<file path="src/rtl/pri_scan_seq.sv">
// Priority scanner: latches a bit vector and streams out the index of each set
// bit, one beat per handshake, in left-first or right-first order.
module pri_scan_seq #(
    parameter int NUM_ELEMENTS = 14,
    parameter int IDX_W        = 4,
    parameter bit RIGHT_FIRST  = 1'b0
) (
    input  logic                  clk,
    input  logic                  rst_n,
    input  logic                  in_valid,
    input  logic [0:NUM_ELEMENTS-1] section,
    output logic                  in_ready,
    input  logic                  flush,
    output logic                  out_valid,
    input  logic                  out_ready,
    output logic [IDX_W-1:0]      out_index,
    output logic [IDX_W:0]        out_ord,
    output logic                  out_last,
    output logic                  out_none,
    output logic                  active
);

    typedef enum logic [1:0] {IDLE, SCAN, EMPTY} state_t;

    localparam logic [IDX_W:0] ORD_ONE = 1;

    state_t                    state_q;
    logic [0:NUM_ELEMENTS-1]   mask_q;
    logic [IDX_W:0]            ord_q;
    logic                      active_q;

    logic [IDX_W-1:0]          enc;
    logic                      seen;
    logic                      multi;
    logic                      one_left;

    // Priority encode the surviving mask; the loop that writes last wins.
    always_comb begin
        enc = '0;
        if (RIGHT_FIRST) begin
            for (int i = 0; i < NUM_ELEMENTS; i++)
                if (mask_q[i]) enc = IDX_W'(i);
        end else begin
            for (int i = NUM_ELEMENTS - 1; i >= 0; i--)
                if (mask_q[i]) enc = IDX_W'(i);
        end
    end

    always_comb begin
        seen  = 1'b0;
        multi = 1'b0;
        for (int i = 0; i < NUM_ELEMENTS; i++) begin
            if (mask_q[i]) begin
                if (seen) multi = 1'b1;
                seen = 1'b1;
            end
        end
        one_left = seen && !multi;
    end

    always_ff @(posedge clk or negedge rst_n) begin
        if (!rst_n) begin
            state_q  <= IDLE;
            mask_q   <= '0;
            ord_q    <= '0;
            active_q <= 1'b0;
        end else if (flush) begin
            state_q <= IDLE;
            mask_q  <= '0;
            ord_q   <= '0;
        end else begin
            case (state_q)
                IDLE: if (in_valid) begin
                    mask_q   <= section;
                    ord_q    <= '0;
                    active_q <= |section;
                    state_q  <= (|section) ? SCAN : EMPTY;
                end
                SCAN: if (out_ready) begin
                    mask_q[enc] <= 1'b0;
                    ord_q       <= ord_q + ORD_ONE;
                    if (one_left) state_q <= IDLE;
                end
                EMPTY: if (out_ready) state_q <= IDLE;
                default: state_q <= IDLE;
            endcase
        end
    end

    // Result fields are forced to zero outside the state that gives them meaning.
    assign in_ready  = (state_q == IDLE) && !flush;
    assign out_valid = (state_q != IDLE);
    assign out_index = (state_q == SCAN) ? enc : '0;
    assign out_ord   = (state_q == SCAN) ? ord_q : '0;
    assign out_last  = (state_q == EMPTY) || ((state_q == SCAN) && one_left);
    assign out_none  = (state_q == EMPTY);
    assign active    = active_q;

endmodule

</file>
<file path="config.mk">
export PLATFORM = sky130hd
export DESIGN_NAME = pri_scan_seq
export DESIGN_NICKNAME = d
export VERILOG_FILES = /design/src/rtl/pri_scan_seq.sv
export SDC_FILE = /design/constraint.sdc
export NUM_CORES = 1
export LEC_CHECK = 0
export BUFFER_PORTS_ARGS = -buffer_cell sky130_fd_sc_hd__buf_4
export CAP_MARGIN = 15
export CORE_UTILIZATION = 50
export DETAILED_ROUTE_END_ITERATION = 8
export GPL_ROUTABILITY_DRIVEN = 0
export PLACE_DENSITY = 0.84
export SLEW_MARGIN = 25
export SYNTH_ARGS = -nofsm -noshare
export SYNTH_HDL_FRONTEND = slang
export SYNTH_SLANG_ARGS = --single-unit
</file>
<file path="constraint.sdc">
create_clock -name clk -period 5.18 [get_ports clk]
set_input_delay 0.518 -clock clk [delete_from_list [all_inputs] [get_ports clk]]
set_output_delay 0.518 -clock clk [all_outputs]
set_load 0.03 [all_outputs]
</file>
==> out/summary.md <==
* kind of end point of the critical path: primary output
* NumNets Final: 241
* maximum level of the CTS H-tree: 1
* share of the clock period used by the worst path after layout: 54.9%
* peak supply drop: 0.204 mV
* Die Height: 56.9 um
* startpoint types: flop
* most common cell after layout, fill and taps aside: sky130_fd_sc_hd__buf_4
* Synthesized Nets: 213
* critical path data required time: 4.66 ns
* Num Clock Sinks: 22
* average wire length per cell after detail routing: 16.8 um
* placed wire-length estimate after detailed placement: 3.07 mm
* die boundary width: 56.9 um
* Die ar.: 3240 sq um
* layout filler cell count: 258
* maximum clock frequency: 352 MHz
* data arrival at the endpoint of the critical path: 2.33 ns
* Sw Share: 38.7%
* startpoint of the lowest-slack register-to-register path: state_q[0]
* number of cells in the finished layout apart from fillers: 251
* number of core rows: 19
* post-CTS setup buffer count: 0
* Inserted Clock Buffers: 3
* sw power: 217 uW
* P_leak: 0.803 nW
* share of total power in combinational logic: 37.1%
* Worst-path clk slew: 0.13 ns
* buffer depth of the longest clock path: 2
* count of flip-flops with a built-in enable after synthesis: 0
* Final min period: 2.84 ns
* count of boundary I/O pins: 33
* post-detailed-route count of antenna-violating nets: 0
* area inside the core boundary: 2810 sq um
* worst reg2reg path endpoint: mask_q[10]
* status: finished with violations
* Clk Latency, worst-skew pair: 0.32 ns
* Final Hold Violating Endpoints: 0
* peak per-stage delay on the critical path: 0.49 ns
* largest net degree at the start of global routing: 23
* initial standard-cell utilization of the core: 53.7%
* first-pass GRT wire length: 7.02 mm
* worst hold-check path type: primary input to asynchronous set/reset pin
* remaining global-route overflow: 0
* register-to-register setup slack: 2.69 ns
* final setup fails: 0
* share of total power in sequential cells: 38.7%
* via count of the first global-routing pass: 1468
* clock root cell: sky130_fd_sc_hd__clkbuf_4
* Power Dens Cells: 312 nW/um^2
* TritonCTS clock tree: built
* worst relative slew slack: 44.8%
* input/output buffers: 32
* Util after Layout: 63.9%
* maximum clock skew at final layout: 0.00367 ns
* failing checks: DRC
* area grow syn2layout: 18.8%
* depth of the most critical reg-to-reg path: 5
* number of distinct standard cells referenced by the synthesized netlist: 46
* chain of cells forming the critical path: nor4_1 > nand2_2 > xor2_1 > o31ai_1 > nor3_1 > or2_2 > buf_4
* routed vias/inst: 6.35
* post-cts hold buffer count: 0
* Mapped Avg Cell Area: 7.81 sq um
* post-cts gate resize count: 0
* Tightest Pin Transition: 0.825 ns
* critical-path cell with the highest stage delay: sky130_fd_sc_hd__dfrtp_1
* via count: 1594
* Sum Neg Setup Slack: 0 ns
* Detailed Routing Iterations Pass 1: 6
* number of antenna repair diodes: 0
* # Max-Cap Violations: 0
* proportion of synthesized flip-flops having asynchronous set or reset: 100%
* class of the most critical setup path: flop to primary output
* setup repair after global routing missed its margin: false
* commonest register cell after synthesis: sky130_fd_sc_hd__dfrtp_1
* Cell Count Post-Placement: 247
* Warnings, synthesis: 0
* DRC Markers: 4
* 1st-iter DRT viols: 101
* Clk network pwr share: 24.2%
* Yosys reg bits: 22
* most frequent cells in the layout: sky130_fd_sc_hd__buf_4, sky130_fd_sc_hd__nand2_1, sky130_fd_sc_hd__dfrtp_1
* Tot GR Track Use: 28.3%
* design internal power: 343 uW
* sequential share of the synthesized area: 36.5%
* Syn Std Cell Area: 1510 sq um
* post-route total power: 559 uW
* Crit Path Max Fanout: 9
* final count of pins violating max slew: 0
* number of standard cells after synthesis: 193
* antenna violations before repair: 0
* Routed WL: 4.23 mm
* layout cell share with drive strength beyond 1: 20.5%
## area by class of cell
class | instances | area (sq um) | area share (%)
multi-input cells | 154 | 880 | 49.1
flip-flops and latches | 22 | 551 | 30.7
repair buffers | 32 | 240 | 13.4
well taps | 31 | 38.8 | 2.16
clock inverters | 1 | 30.0 | 1.68
inverters | 8 | 30.0 | 1.68
clock buffers | 3 | 22.5 | 1.26
## worst max-delay path: cells and delay by family (launching register included)
| family | cells | cell delay [ns] |
|---|---|---|
| flip-flops | 1 | 0.49 |
| AO/OA/AOI/OAI | 1 | 0.10 |
| XOR/XNOR | 1 | 0.21 |
| buffers and inverters | 1 | 0.17 |
| AND/OR/NAND/NOR | 4 | 1.03 |
## state kept, by name, summed over array words and instances (netlist names)
| name | flops |
|---|---|
| ord_q | 5 |
| state_q | 2 |
| mask_q | 14 |
| active | 1 |
## metrics by stage
step | area, sq um | worst slack, ns | hold WS [ns]
2_1_floorplan | 1510 | 2.80 | 0.222
4_1_cts | 1790 | 2.36 | 0.0715
3_5_place_dp | 1740 | 2.72 | 0.425
3_3_place_gp | 1740 | 2.75 | 0.420
6_report | 1790 | 2.34 | 0.0640
5_1_grt | 1790 | 2.15 | 0.0755
## synth_stat cells (2+ instances only)
library cell / n / area (sq um)
sky130_fd_sc_hd__nor3_1: 14 / 70.1
sky130_fd_sc_hd__nand2_1: 25 / 93.8
sky130_fd_sc_hd__and2_1: 6 / 37.5
sky130_fd_sc_hd__clkbuf_1: 3 / 11.3
sky130_fd_sc_hd__nor2b_1: 3 / 18.8
sky130_fd_sc_hd__nor2_1: 16 / 60.1
sky130_fd_sc_hd__a21oi_1: 10 / 50.1
sky130_fd_sc_hd__o311ai_0: 4 / 35.0
sky130_fd_sc_hd__buf_2: 4 / 20.0
sky130_fd_sc_hd__o21ai_0: 12 / 60.1
sky130_fd_sc_hd__inv_1: 8 / 30.0
sky130_fd_sc_hd__nor3b_1: 2 / 15.0
sky130_fd_sc_hd__o31ai_1: 3 / 22.5
sky130_fd_sc_hd__a2111oi_0: 2 / 17.5
sky130_fd_sc_hd__dfrtp_1: 22 / 551
sky130_fd_sc_hd__a22o_1: 2 / 17.5
sky130_fd_sc_hd__a211oi_1: 3 / 22.5
sky130_fd_sc_hd__nor4_1: 7 / 43.8
sky130_fd_sc_hd__a221oi_1: 2 / 17.5
sky130_fd_sc_hd__nand2b_1: 2 / 12.5
sky130_fd_sc_hd__o211ai_1: 2 / 15.0
sky130_fd_sc_hd__or2_2: 3 / 18.8
sky130_fd_sc_hd__and3_1: 2 / 12.5
sky130_fd_sc_hd__nor2_2: 2 / 12.5
sky130_fd_sc_hd__nand3_1: 13 / 65.1
## power by group through the flow
stage	logic, mW	registers (mW)	clock network (mW)
after CTS	0.204	0.215	0.135
after detailed placement	0.203	0.218	0
after floorplan	0.146	0.210	0
after global placement	0.201	0.217	0
after global routing	0.227	0.220	0.142
final	0.208	0.216	0.135
## per-layer routing
metal | GRT usage (%) | wire length [um]
met2 | 45.5 | 2030
met1 | 40.0 | 1860
met5 | 0 | 0
met4 | 10.8 | 74
met3 | 2.07 | 254
## worst max path at each step
| stage | endpoint | start | slack, ns |
|---|---|---|---|
| 2_1_floorplan | out_index[0] | mask_q[13] | 2.80 |
| 3_3_place_gp | out_last | mask_q[1] | 2.75 |
| 3_5_place_dp | out_last | mask_q[6] | 2.72 |
| 4_1_cts | out_last | mask_q[6] | 2.36 |
| 5_1_grt | out_last | mask_q[1] | 2.15 |
| 6_report | out_last | mask_q[1] | 2.34 |
## cells by family (layout without fill, tap and decap cells)
kind of cell,count (synthesis),count (layout),synth area share [%]
adders and majority gates,2,2,1.49
buffers and inverters,17,44,5.31
DFF,22,22,36.5
and+or+nand+nor,101,101,33.4
AOI/OAI and AO/OA,48,48,21.2
xor gates and xnor gates,1,1,0.581
muxes,2,2,1.41
Note: power is estimated with default switching activity, not from simulation.
